## src/rtl/core2wb_pipe_if.sv

```systemverilog
// Wishbone B4 pipelined bus bundle used by core2wb_pipe.
// Signal names follow the master's point of view: wb_dat_o is master write data,
// wb_dat_i is slave read data.
interface core2wb_pipe_if #(
  parameter int unsigned AW = 32,
  parameter int unsigned DW = 32
) ();
  logic              wb_cyc;
  logic              wb_stb;
  logic              wb_we;
  logic [DW/8-1:0]   wb_sel;
  logic [AW-1:0]     wb_adr;
  logic [DW-1:0]     wb_dat_o;
  logic              wb_stall;
  logic              wb_ack;
  logic              wb_err;
  logic [DW-1:0]     wb_dat_i;

  modport master (
    output wb_cyc, wb_stb, wb_we, wb_sel, wb_adr, wb_dat_o,
    input  wb_stall, wb_ack, wb_err, wb_dat_i
  );

  modport slave (
    input  wb_cyc, wb_stb, wb_we, wb_sel, wb_adr, wb_dat_o,
    output wb_stall, wb_ack, wb_err, wb_dat_i
  );
endinterface

```

## src/rtl/core2wb_pipe.sv

```systemverilog
// Ibex req/gnt/rvalid memory port to Wishbone B4 pipelined master bridge.
// Up to MaxOutstanding transfers in flight; a watchdog (TimeoutCycles, 0 = off)
// flushes hung transfers with error responses.
// Optional statistics counters: define CORE2WB_PIPE_STATS_EN.
module core2wb_pipe #(
  parameter int unsigned AW             = 32,
  parameter int unsigned DW             = 32,
  parameter int unsigned MaxOutstanding = 2,
  parameter int unsigned TimeoutCycles  = 1024
) (
  input  logic              clk,
  input  logic              rst_n,
  // Core side
  input  logic              core_req,
  output logic              core_gnt,
  input  logic              core_we,
  input  logic [DW/8-1:0]   core_be,
  input  logic [AW-1:0]     core_addr,
  input  logic [DW-1:0]     core_wdata,
  output logic              core_rvalid,
  output logic [DW-1:0]     core_rdata,
  output logic              core_err,
  // Bus side
  core2wb_pipe_if.master    wb,
  // Statistics
  output logic [31:0]       stat_txn,
  output logic [15:0]       stat_err,
  output logic [15:0]       stat_tmo
);

  localparam int unsigned CntW = $clog2(MaxOutstanding + 1);
  localparam int unsigned WdW  = (TimeoutCycles > 1) ? $clog2(TimeoutCycles) : 1;
  localparam logic [CntW-1:0] MaxOut = CntW'(MaxOutstanding);
  localparam logic [WdW-1:0]  WdLast = WdW'(TimeoutCycles - 1);
  localparam bit              TmoEn  = (TimeoutCycles != 0);

  typedef enum logic [1:0] {StIdle, StBusy, StFlush} state_e;

  state_e          state_q, state_d;
  logic [CntW-1:0] outst_q, outst_d;
  logic [WdW-1:0]  wd_q, wd_d;
  logic            rvalid_q, rvalid_d;
  logic            err_q, err_d;
  logic [DW-1:0]   rdata_q, rdata_d;

  logic flush;
  logic resp_acc;
  logic flush_rsp;
  logic tmo_fire;

  assign flush     = (state_q == StFlush);
  // Responses only count while something is in flight and we are not draining.
  assign resp_acc  = (wb.wb_ack || wb.wb_err) && (outst_q != '0) && !flush;
  assign flush_rsp = flush && (outst_q != '0);

  // Request path is purely combinational; the outstanding limit uses the
  // registered count so an ack never opens a grant in the same cycle.
  assign wb.wb_adr   = core_addr;
  assign wb.wb_dat_o = core_wdata;
  assign wb.wb_sel   = core_be;
  assign wb.wb_we    = core_we;
  assign wb.wb_stb   = core_req && !flush && (outst_q < MaxOut);
  assign core_gnt    = wb.wb_stb && !wb.wb_stall;
  assign wb.wb_cyc   = !flush && (wb.wb_stb || (outst_q != '0));

  assign core_rvalid = rvalid_q;
  assign core_err    = err_q;
  assign core_rdata  = rdata_q;

  // Next-state: outstanding count, watchdog, FSM and registered response.
  always_comb begin
    state_d  = state_q;
    outst_d  = outst_q;
    wd_d     = wd_q;
    rvalid_d = 1'b0;
    err_d    = 1'b0;
    rdata_d  = rdata_q;
    tmo_fire = 1'b0;

    unique case ({core_gnt, resp_acc || flush_rsp})
      2'b10:   outst_d = outst_q + CntW'(1);
      2'b01:   outst_d = outst_q - CntW'(1);
      default: outst_d = outst_q;
    endcase

    if (resp_acc) begin
      rvalid_d = 1'b1;
      err_d    = wb.wb_err;  // ack+err together is an error
      rdata_d  = wb.wb_dat_i;
    end else if (flush_rsp) begin
      rvalid_d = 1'b1;
      err_d    = 1'b1;
      rdata_d  = '0;
    end

    unique case (state_q)
      StIdle: begin
        wd_d = '0;
        if (core_gnt) state_d = StBusy;
      end
      StBusy: begin
        if (resp_acc) begin
          wd_d = '0;
          if (outst_d == '0) state_d = StIdle;
        end else if (TmoEn && (wd_q == WdLast)) begin
          wd_d     = '0;
          state_d  = StFlush;
          tmo_fire = 1'b1;
        end else if (TmoEn) begin
          wd_d = wd_q + WdW'(1);
        end
      end
      StFlush: begin
        wd_d = '0;
        if (outst_d == '0) state_d = StIdle;
      end
      default: begin
        wd_d    = '0;
        state_d = StIdle;
      end
    endcase
  end

  // State registers with synchronous reset; reset drops all in-flight transfers.
  always_ff @(posedge clk) begin
    if (!rst_n) begin
      state_q  <= StIdle;
      outst_q  <= '0;
      wd_q     <= '0;
      rvalid_q <= 1'b0;
      err_q    <= 1'b0;
      rdata_q  <= '0;
    end else begin
      state_q  <= state_d;
      outst_q  <= outst_d;
      wd_q     <= wd_d;
      rvalid_q <= rvalid_d;
      err_q    <= err_d;
      rdata_q  <= rdata_d;
    end
  end

`ifdef CORE2WB_PIPE_STATS_EN
  logic [31:0] stat_txn_q;
  logic [15:0] stat_err_q;
  logic [15:0] stat_tmo_q;

  // Statistics track the response about to be presented to the core.
  always_ff @(posedge clk) begin
    if (!rst_n) begin
      stat_txn_q <= '0;
      stat_err_q <= '0;
      stat_tmo_q <= '0;
    end else begin
      if (rvalid_d) stat_txn_q <= stat_txn_q + 32'd1;
      if (rvalid_d && err_d && (stat_err_q != 16'hFFFF)) stat_err_q <= stat_err_q + 16'd1;
      if (tmo_fire && (stat_tmo_q != 16'hFFFF)) stat_tmo_q <= stat_tmo_q + 16'd1;
    end
  end

  assign stat_txn = stat_txn_q;
  assign stat_err = stat_err_q;
  assign stat_tmo = stat_tmo_q;
`else
  logic unused_tmo_fire;
  assign unused_tmo_fire = tmo_fire;
  assign stat_txn = '0;
  assign stat_err = '0;
  assign stat_tmo = '0;
`endif

endmodule

```

## src/flat_wrapper.sv

```systemverilog
// flat-port wrapper written by rule: the top's interface ports become plain ports
module core2wb_pipe_flat 
#(
  parameter int unsigned AW             = 32,
  parameter int unsigned DW             = 32,
  parameter int unsigned MaxOutstanding = 2,
  parameter int unsigned TimeoutCycles  = 1024
)
  (clk, rst_n, core_req, core_gnt, core_we, core_be, core_addr, core_wdata, core_rvalid, core_rdata, core_err, stat_txn, stat_err, stat_tmo, wb_wb_cyc, wb_wb_stb, wb_wb_we, wb_wb_sel, wb_wb_adr, wb_wb_dat_o, wb_wb_stall, wb_wb_ack, wb_wb_err, wb_wb_dat_i);
  core2wb_pipe_if #(.AW(AW), .DW(DW)) wb_i ();
  input  logic clk;
  input  logic rst_n;
  input  logic core_req;
  output logic core_gnt;
  input  logic core_we;
  input  logic [DW/8-1:0] core_be;
  input  logic [AW-1:0] core_addr;
  input  logic [DW-1:0] core_wdata;
  output logic core_rvalid;
  output logic [DW-1:0] core_rdata;
  output logic core_err;
  output logic [31:0] stat_txn;
  output logic [15:0] stat_err;
  output logic [15:0] stat_tmo;
  output wire logic [$bits(wb_i.wb_cyc)-1:0] wb_wb_cyc;
  output wire logic [$bits(wb_i.wb_stb)-1:0] wb_wb_stb;
  output wire logic [$bits(wb_i.wb_we)-1:0] wb_wb_we;
  output wire logic [$bits(wb_i.wb_sel)-1:0] wb_wb_sel;
  output wire logic [$bits(wb_i.wb_adr)-1:0] wb_wb_adr;
  output wire logic [$bits(wb_i.wb_dat_o)-1:0] wb_wb_dat_o;
  input wire logic [$bits(wb_i.wb_stall)-1:0] wb_wb_stall;
  input wire logic [$bits(wb_i.wb_ack)-1:0] wb_wb_ack;
  input wire logic [$bits(wb_i.wb_err)-1:0] wb_wb_err;
  input wire logic [$bits(wb_i.wb_dat_i)-1:0] wb_wb_dat_i;
  assign wb_wb_cyc = wb_i.wb_cyc;
  assign wb_wb_stb = wb_i.wb_stb;
  assign wb_wb_we = wb_i.wb_we;
  assign wb_wb_sel = wb_i.wb_sel;
  assign wb_wb_adr = wb_i.wb_adr;
  assign wb_wb_dat_o = wb_i.wb_dat_o;
  assign wb_i.wb_stall = wb_wb_stall;
  assign wb_i.wb_ack = wb_wb_ack;
  assign wb_i.wb_err = wb_wb_err;
  assign wb_i.wb_dat_i = wb_wb_dat_i;
  core2wb_pipe #(.AW(AW), .DW(DW), .MaxOutstanding(MaxOutstanding), .TimeoutCycles(TimeoutCycles)) u_core (.clk(clk), .rst_n(rst_n), .core_req(core_req), .core_gnt(core_gnt), .core_we(core_we), .core_be(core_be), .core_addr(core_addr), .core_wdata(core_wdata), .core_rvalid(core_rvalid), .core_rdata(core_rdata), .core_err(core_err), .wb(wb_i), .stat_txn(stat_txn), .stat_err(stat_err), .stat_tmo(stat_tmo));
endmodule
```

## config.mk

```make
export PLATFORM = sky130hd
export DESIGN_NAME = core2wb_pipe_flat
export DESIGN_NICKNAME = d
export VERILOG_FILES = /design/src/rtl/core2wb_pipe_if.sv /design/src/rtl/core2wb_pipe.sv /design/src/flat_wrapper.sv
export SDC_FILE = /design/constraint.sdc
export NUM_CORES = 1
export LEC_CHECK = 0
export ABC_AREA = 1
export BUFFER_PORTS_ARGS = -buffer_cell sky130_fd_sc_hd__buf_2
export CELL_PAD_IN_SITES_DETAIL_PLACEMENT = 1
export CELL_PAD_IN_SITES_GLOBAL_PLACEMENT = 1
export CORE_UTILIZATION = 25
export CTS_BUF_LIST = sky130_fd_sc_hd__clkbuf_16
export CTS_CLUSTER_DIAMETER = 40
export DETAILED_ROUTE_END_ITERATION = 8
export PLACE_DENSITY = 0.9
export SKIP_CTS_REPAIR_TIMING = 1
export SLEW_MARGIN = 25
export SYNTH_ARGS = -nofsm -noshare
export SYNTH_HDL_FRONTEND = slang
export SYNTH_SLANG_ARGS = --single-unit
```

## constraint.sdc

```tcl
create_clock -name clk -period 4 [get_ports clk]
set_clock_uncertainty 0.15 [all_clocks]
set_input_delay 0.6 -clock clk [delete_from_list [all_inputs] [get_ports clk]]
set_output_delay 0.6 -clock clk [all_outputs]
set_load 0.02 [all_outputs]
```

==> results.toml, run 1 <==
[logic_synthesis]
synthFlopType = "dfxtp_1"
avgSynthCellArea_um2 = 7.546
synth_top_cells_by_count = "133 x buf_4, 84 x nand2_1, 48 x dfxtp_1"
synth_xor_area_frac = 0.01206
synthSimpleGateAreaFrac = 0.1839
yosys_warnings = 0
muxShareOfSynthArea = 0
synth-edff-count = 0
synth_cell_types = 22
async_flop_share = 0
syn_inst = 385
synth.most_common_cell = "buf_4"
synth_top_family_by_area = "buffers and inverters"
synth.area.top_cells = "buf_4 34%, dfxtp_1 33%, nand2_1 11%, a21oi_1 6.7%, inv_1 2.6%"
synth_compound_area_frac = 0.06891
ys_seq_elements = 48
ys_seq_area_frac = 0.3307
syn_area_mm2 = 0.002905
synth_area_leader_cell = "buf_4"
synthAdderAreaFrac = 0.008613
yosysTopAreaCellShare = 0.3437

[grt]
grt_max_degree = 35
globalRouteMet3Util = 0.03794
top_usage_layer = "met2"
met2_usage = 0.1701
gr-total-overflow = 0
grtUsageMet1 = 0.09462
grt_antenna_before_repair = 0
grt_pass1_vias = 1830
track_usage = 0.09498
grt_pass1_wl_mm = 8.687

[outcome]
status = "finished clean"

[hold_path]
hold_path.class = "reg2reg"

[route]
num_vias = 2055
first_pass_iters = 4
drtAntennaViolNets = 0
wl_per_cell_um = 11.53
drcViolationCount = 0
wirelength_mm = 6.136
drtIter0Drc = 73
viasPerCell = 3.863

[layout]
seq_area_um2 = 960.9
syn2layout_area_growth_pct = -4.220
drive_gt1_frac = 0.2262
multi_input_area_mm2 = 0.001035
fin_cells = 532
nNetsFinal = 497
n_fill_cell = 1462
num_antenna_cells = 0

[worst_setup_path]
required_ps = 4020
cp-startpoint = "wb_wb_err"
cp-start-kind = "input pin"
r2r_setup_slack_ps = 1740
worst_r2r_path_depth = 12
rr_startpoint = "u_core.outst_q[1]$_SDFF_PN0_"
crit_path_end = "u_core.state_q[0]$_SDFFE_PN0P_"
end_kind = "flop"
worstSetupPathType = "in2reg"
reg2reg_to = "u_core.state_q[0]$_SDFFE_PN0P_"
cp_max_fo = 34
arrival_ps = 2310

[placed_design]
place_hpwl_mm = 4.699
place.gp.congestion = 0.7578
dp.cells = 524
pre_cts_ws_ps = 1376
port_buffers = 74

[timing]
setup_violations = 0
fin_ws_ps = 1710
rsz0062_at_grt = "false"
relSlewSlack = 0.4723
period_needed_ps = 2290
report.final.slew_viol_count = 0
tightest_slew_ps = 789.7
period_share = 0.5726
max_freq_ghz = 0.4366
fin_hold_ws_ps = 310.4
fin_tns_setup_ps = 0
hold_viol = 0

[clock_network]
cts.sinks = 48
clockBufferDepth = 2
clk_latency_ps = 280
cts_tree = "built"
cts-root-buf = "clkbuf_16"
cts_max_level = 2
clk_pin_slew_ps = 70
numCtsBuffers = 5

[job]
max-cap-violations = 0

[floorplan]
dieArea_mm2 = 0.01206
initial_core_util = 0.2555
rows = 39
io_pins = 277
core_mm2 = 0.01137
die_width_um = 109.8
die_height_um = 109.8

[power]
power.leakage_uw = 0.001315
p_clk_frac = 0.234
power_per_cell_area_mw_per_mm2 = 613.9
seqPwrFrac = 0.371
internal_power_uw = 1007
p_sw_frac = 0.4103
peakVddDrop_mv = 0.3042
comb_power_share = 0.395
switchingPower_uw = 701.0
==> cell families (layout without fill, tap and decap cells) <==
kind of cell | count (synthesis) | count (layout)
xor+xnor | 4 | 4
buf+inv | 165 | 106
other cells | 1 | 64
flops | 48 | 48
simple gates | 125 | 125
fa+ha+maj | 2 | 2
compound gates | 40 | 40
==> flip-flops by register name, indices dropped and copies added (netlist names) <==
| register | cells |
|---|---|
| u_core.core_err | 1 |
| u_core.wd_q | 10 |
| u_core.core_rvalid | 1 |
| u_core.core_rdata | 32 |
| u_core.outst_q | 2 |
| u_core.state_q | 2 |
==> cells in the final DEF (no fill, tap or decap), types with 3 or more instances in the layout <==
cell	instances
buf_2	74
nor2_4	4
clkbuf_16	5
dfxtp_1	48
conb_1	64
xor2_1	3
nand4_1	4
a21oi_1	39
nand3_1	6
nor3_1	5
inv_1	21
nor2_1	19
nand2_1	84
==> layer usage <==
| metal | share of wire | routed length [µm] |
|---|---|---|
| met5 | 0 | 0 |
| met4 | 0.028 | 170 |
| met3 | 0.093 | 573 |
| met2 | 0.51 | 3108 |
| met1 | 0.37 | 2284 |
==> worst max-delay path, cell delays in order <==
cell and delay, ps:
buf_2 110, nor2_1 190, nor2_4 70, nor2_4 70, buf_4 330, inv_1 80
ha_1 310, xor2_1 210, nand3_1 130, nand2_1 80, nand2_1 40, nand2_1 50
nand2_1 40
==> power by group through the flow <==
| stage | Clock (µW) | Combinational (µW) | Sequential (µW) |
|---|---|---|---|
| after floorplan | 0 | 565 | 743 |
| final | 399 | 676 | 633 |
| after detailed placement | 0 | 692 | 645 |
| after global placement | 0 | 679 | 640 |
| after global routing | 438 | 767 | 647 |
| after CTS | 419 | 693 | 635 |
==> worst min-delay path by stage <==
stage,start,to,slack (ps),cells after the start
after global routing,u_core.core_rdata[18]$_SDFFE_PN0P_,u_core.core_rdata[18]$_SDFFE_PN0P_,330,2
after detailed placement,u_core.wd_q[0]$_SDFF_PP0_,u_core.wd_q[0]$_SDFF_PP0_,300,1
after global placement,u_core.wd_q[0]$_SDFF_PP0_,u_core.wd_q[0]$_SDFF_PP0_,290,1
after CTS,u_core.core_rdata[22]$_SDFFE_PN0P_,u_core.core_rdata[22]$_SDFFE_PN0P_,310,2
after floorplan,u_core.wd_q[0]$_SDFF_PP0_,u_core.wd_q[0]$_SDFF_PP0_,280,1
final,u_core.core_rdata[22]$_SDFFE_PN0P_,u_core.core_rdata[22]$_SDFFE_PN0P_,310,2
==> area by class of cell <==
class / instances / share of cell area
multi-input cells: 235 / 0.3719
flip-flops and latches: 48 / 0.3453
repair buffers: 76 / 0.1385
well taps: 143 / 0.06430
clock buffers: 5 / 0.04496
inverters: 22 / 0.02968
clock inverters: 3 / 0.005396
==> through the flow <==
| stage | util | area, µm² | power, µW |
|---|---|---|---|
| global placement | 0.2324 | 2643 | 1320 |
| detailed placement | 0.2324 | 2643 | 1337 |
| floorplan | - | 3142 | 1308 |
| global route | 0.2447 | 2783 | 1852 |
| finish | 0.2447 | 2783 | 1708 |
| CTS | 0.2447 | 2783 | 1747 |
Note: power is estimated with default switching activity, not from simulation.
==> inputs of run 2 (changes only) <==
ABC_AREA = 0   (was 1)
CORE_UTILIZATION = 22   (was 25)
PLACE_DENSITY = 0.82   (was 0.9)
clock period = 1.99 ns   (was 4 ns; I/O delays follow)
==> results.toml, run 2 <==
[outcome]
status = "complete, but fails checks"
violations = "negative setup slack"

[grt]
met2_usage = 0.1531
top_usage_layer = "met2"
track_usage = 0.08776
globalRouteMet3Util = 0.02595
gr-total-overflow = 0
grt_pass1_vias = 1764
grt_pass1_wl_mm = 8.983
grtUsageMet1 = 0.08942
grt_antenna_before_repair = 0
grt_max_degree = 34

[clock_network]
clockBufferDepth = 2
cts_tree = "built"
cts.sinks = 48
numCtsBuffers = 5
clk_pin_slew_ps = 60
cts_max_level = 2
clk_latency_ps = 280
cts-root-buf = "clkbuf_16"

[layout]
fin_cells = 517
layout_common_cells = "73 x buf_2, 64 x conb_1, 49 x nor2_1, 46 x dfxtp_1, 29 x a22oi_1"
seq_area_um2 = 963.4
num_antenna_cells = 0
n_fill_cell = 1549
syn2layout_area_growth_pct = 1.944
drive_gt1_frac = 0.3333
post-route-util = 0.2321
nNetsFinal = 453
final_common_cell = "buf_2"
largest_reg_flops = 32
multi_input_area_mm2 = 0.001106

[timing]
relSlewSlack = 0.6423
period_needed_ps = 2062
period_share = 1.036
tightest_slew_ps = 535.3
fin_ws_ps = -71.69
fin_tns_setup_ps = -71.69
hold_viol = 0
report.final.slew_viol_count = 0
setup_violations = 1
rsz0062_at_grt = "true"
max_freq_ghz = 0.4850

[worst_setup_path]
r2r_setup_slack_ps = -70
required_ps = 2030
end_kind = "flop"
crit_path_cell_trace = "nor2b_4, buf_6, o32ai_4, inv_2, ha_4, nand2b_4, a21oi_2, o31a_1, o31ai_1"
critPathMaxStageDelay_ps = 320
worstSetupPathType = "reg2reg"
worst_r2r_path_depth = 9
rr_startpoint = "u_core.state_q[1]$_SDFFE_PN0P_"
cp_max_fo = 5
cp-start-kind = "flop"
critPathSlowestCell = "dfxtp_2"
path_buf_inv = 2
arrival_ps = 2110
reg2reg_to = "u_core.state_q[0]$_SDFFE_PN0P_"
critical-path-top-delay-family = "compound AO/OA/AOI/OAI gates"

[route]
viasPerCell = 3.760
drtIter0Drc = 59
wirelength_mm = 6.227
wl_per_cell_um = 12.04
num_vias = 1944
first_pass_iters = 4
drtAntennaViolNets = 0
drcViolationCount = 0

[floorplan]
rows = 41
die_height_um = 116.7
core_mm2 = 0.01272
dieArea_mm2 = 0.01363
io_pins = 277
initial_core_util = 0.2277
die_width_um = 116.7

[hold_path]
hold_path.class = "in2reg"
holdPathStages = 3
min-delay-start = "wb_wb_dat_i[14]"
timing.hold.worst_endpoint = "u_core.core_rdata[14]$_SDFFE_PN0P_"

[power]
peakVddDrop_mv = 0.3287
power.leakage_uw = 0.001355
power_per_cell_area_mw_per_mm2 = 1349

[logic_synthesis]
syn_inst = 330
synth.area.top_cells = "buf_4 35%, dfxtp_1 33%, a22oi_1 7.5%, nor2_1 6.5%, buf_6 2.7%"
syn_area_mm2 = 0.002897
yosys_warnings = 0
avgSynthCellArea_um2 = 8.777
synth_top_cells_by_count = "135 x buf_4, 50 x nor2_1, 48 x dfxtp_1"
synth_area_leader_cell = "buf_4"
synth-edff-count = 0
yosysTopAreaCellShare = 0.3499
synthFlopType = "dfxtp_1"
ys_seq_elements = 48
synth_cell_types = 35
ys_seq_area_frac = 0.3317
synth.most_common_cell = "buf_4"
async_flop_share = 0

[placed_design]
place.gp.congestion = 0.6835
dp.cells = 507
place_hpwl_mm = 4.848
port_buffers = 74

[job]
max-cap-violations = 0
## run 2: cell count changes after synthesis, sizes merged, moves of 3 or more
cell	delta
nand4	-4
a22oi	+32
nand3	-3
inv	-18
nor3	-3
a21oi	-36
xnor2	+7
nand2	-77
nand2b	+4
nor2	+27
## run 2: how the worst max path moves through the flow
stage	start	end	cells after the start
after global placement	u_core.state_q[1]$_SDFFE_PN0P_	u_core.core_rdata[3]$_SDFFE_PN0P_	6
after global routing	u_core.state_q[1]$_SDFFE_PN0P_	u_core.state_q[0]$_SDFFE_PN0P_	9
after floorplan	u_core.state_q[1]$_SDFFE_PN0P_	u_core.state_q[0]$_SDFFE_PN0P_	10
after detailed placement	u_core.state_q[1]$_SDFFE_PN0P_	u_core.core_rdata[30]$_SDFFE_PN0P_	6
final	u_core.state_q[1]$_SDFFE_PN0P_	u_core.state_q[0]$_SDFFE_PN0P_	9
after CTS	u_core.state_q[1]$_SDFFE_PN0P_	u_core.core_rdata[3]$_SDFFE_PN0P_	6
## run 2: area by class of cell
cell class | count | area share
well taps | 172 | 0.07288
inverters | 4 | 0.005085
flip-flops and latches | 48 | 0.3263
clock buffers | 5 | 0.04237
repair buffers | 90 | 0.1737
multi-input cells | 195 | 0.3746
clock inverters | 3 | 0.005085
## run 2: metrics by stage
stage / instance area (µm²) / hold WS (ps) / power, µW / setup WS, ps
after floorplan: 3164 / 278.0 / 2989 / -262.4
after global placement: 2749 / 293.0 / 3040 / -57.47
after detailed placement: 2749 / 306.4 / 3146 / -174.2
after CTS: 2889 / 90.61 / 3981 / -141.4
after global routing: 2953 / 103.0 / 4279 / -158.6
final: 2953 / 96.85 / 3983 / -71.69
## run 2: routing by layer
metal	part of all wire	vias to the layer above
met5	0	-
met4	0.042	0
met3	0.070	34
met2	0.51	104
met1	0.37	898
li1	-	908
## run 2: power by group
| group | total [µW] | internal [µW] | switching, µW |
|---|---|---|---|
| Combinational | 1860 | 699 | 1160 |
| Clock | 809 | 457 | 352 |
| Sequential | 1310 | 1190 | 123 |
| Total | 3980 | 2350 | 1640 |
## run 2: logic make-up after synthesis
group,synth area share
adder cells (fa/ha/maj),0.008638
AO/OA/AOI/OAI,0.1218
other,0.001295
XOR/XNOR,0.03024
buffers and inverters,0.3914
flip-flops,0.3317
AND/OR/NAND/NOR,0.1149
## run 2: worst min-delay path: cells and delay by family
kind	cells	cell delay [ps]
compound gates	1	40
buf+inv	1	80
simple gates	1	70
==> inputs of run 3 (changes only) <==
ABC_AREA = 1   (was 0)
CORE_UTILIZATION = 21   (was 22)
PLACE_DENSITY = 0.81   (was 0.82)
==> results.toml, run 3 (same netlist as run 1, synthesis figures left out) <==
[outcome]
status = "finished clean"

[layout]
syn2layout_area_growth_pct = -0.5169
drive_gt1_frac = 0.2577
nNetsFinal = 501
num_antenna_cells = 0
layout_common_cells = "83 x nand2_1, 74 x buf_2, 64 x conb_1, 46 x dfxtp_1, 38 x a21oi_1"
multi_input_area_mm2 = 0.001069
n_fill_cell = 1708
final_common_cell = "nand2_1"
post-route-util = 0.2165
largest_reg_flops = 32
fin_cells = 568
final_area_mm2 = 0.002890
seq_area_um2 = 965.9

[placed_design]
placed_area_mm2 = 0.002706
place.gp.congestion = 0.7774
port_buffers = 74
pre_cts_ws_ps = 64.73
place_hpwl_mm = 4.873
dp.cells = 560

[timing]
fin_tns_setup_ps = 0
rsz0062_at_grt = "false"
setup_violations = 0
hold_viol = 0
max_freq_ghz = 0.5484
period_needed_ps = 1824
report.final.slew_viol_count = 0
period_share = 0.9164
fin_ws_ps = 166.4

[floorplan]
core_mm2 = 0.01335
die_width_um = 119.6
die_height_um = 119.6
initial_core_util = 0.2177
rows = 42
dieArea_mm2 = 0.01431
io_pins = 277

[worst_setup_path]
cp_max_fo = 3
r2r_setup_slack_ps = 170
end_kind = "flop"
required_ps = 2010
cp-start-kind = "flop"
worstSetupPathType = "reg2reg"
arrival_ps = 1850

[clock_network]
clk_latency_ps = 290
cts-root-buf = "clkbuf_16"
cts_tree = "built"
clk_pin_slew_ps = 70
cts_max_level = 2
numCtsBuffers = 5
clockBufferDepth = 2
cts.sinks = 48

[grt]
track_usage = 0.08710
grt_pass1_wl_mm = 9.653
grt_pass1_vias = 1897
grt_max_degree = 34
gr-total-overflow = 0
grt_antenna_before_repair = 0

[route]
drcViolationCount = 0
viasPerCell = 3.655
wirelength_mm = 6.403
drtIter0Drc = 38
drtAntennaViolNets = 0
first_pass_iters = 4
wl_per_cell_um = 11.27
num_vias = 2076

[job]
max-cap-violations = 0

[hold_path]
hold_path.class = "in2reg"

[power]
power_per_cell_area_mw_per_mm2 = 1251
power.leakage_uw = 0.001338
peakVddDrop_mv = 0.5584
[run 3: routing by layer]
metal / vias to the layer above / part of all wire / global-route usage
met2: 128 / 0.46 / 0.1387
li1: 1003 / - / -
met4: 0 / 0.048 / 0.06406
met1: 913 / 0.39 / 0.09308
met5: - / 0 / 0
met3: 32 / 0.10 / 0.03470
[run 3: where the power goes]
part,switching [µW],internal (µW)
Clock,364,457
Sequential,115,1170
Combinational,1030,483
[run 3: path summary, 6_finish.rpt]
check                                         start                                 to  cells after the start
setup / recovery     u_core.state_q[0]$_SDFFE_PN0P_     u_core.state_q[0]$_SDFFE_PN0P_                     10
hold / removal                       wb_wb_dat_i[6]  u_core.core_rdata[6]$_SDFFE_PN0P_                      3
setup reg to reg     u_core.state_q[0]$_SDFFE_PN0P_     u_core.state_q[0]$_SDFFE_PN0P_                     10
hold reg to reg   u_core.core_rdata[8]$_SDFFE_PN0P_  u_core.core_rdata[8]$_SDFFE_PN0P_                      2
[run 3: stage by stage]
step                total power (µW)  hold WS, ps
floorplan                       2629        279.5
global placement                2713        294.6
detailed placement              2744        302.2
CTS                             3598        91.65
global route                    3900        98.20
finish                          3615        99.53
[run 3: critical path, cell delays in order, from the launching register on]
cell and delay [ps]:
dfxtp_1 330, inv_1 60, nand2_1 110, nand4_1 230, ha_4 370, xor2_2 150, nand3_2 110, nand2_1 70
nand2_1 40, nand2_1 50, nand2_1 40
[run 3: cell type report]
class	instances	area share
multi-input cells	235	0.3697
flip-flops and latches	48	0.3342
repair buffers	80	0.1437
well taps	176	0.07619
clock buffers	5	0.04329
inverters	22	0.02857
clock inverters	2	0.004329
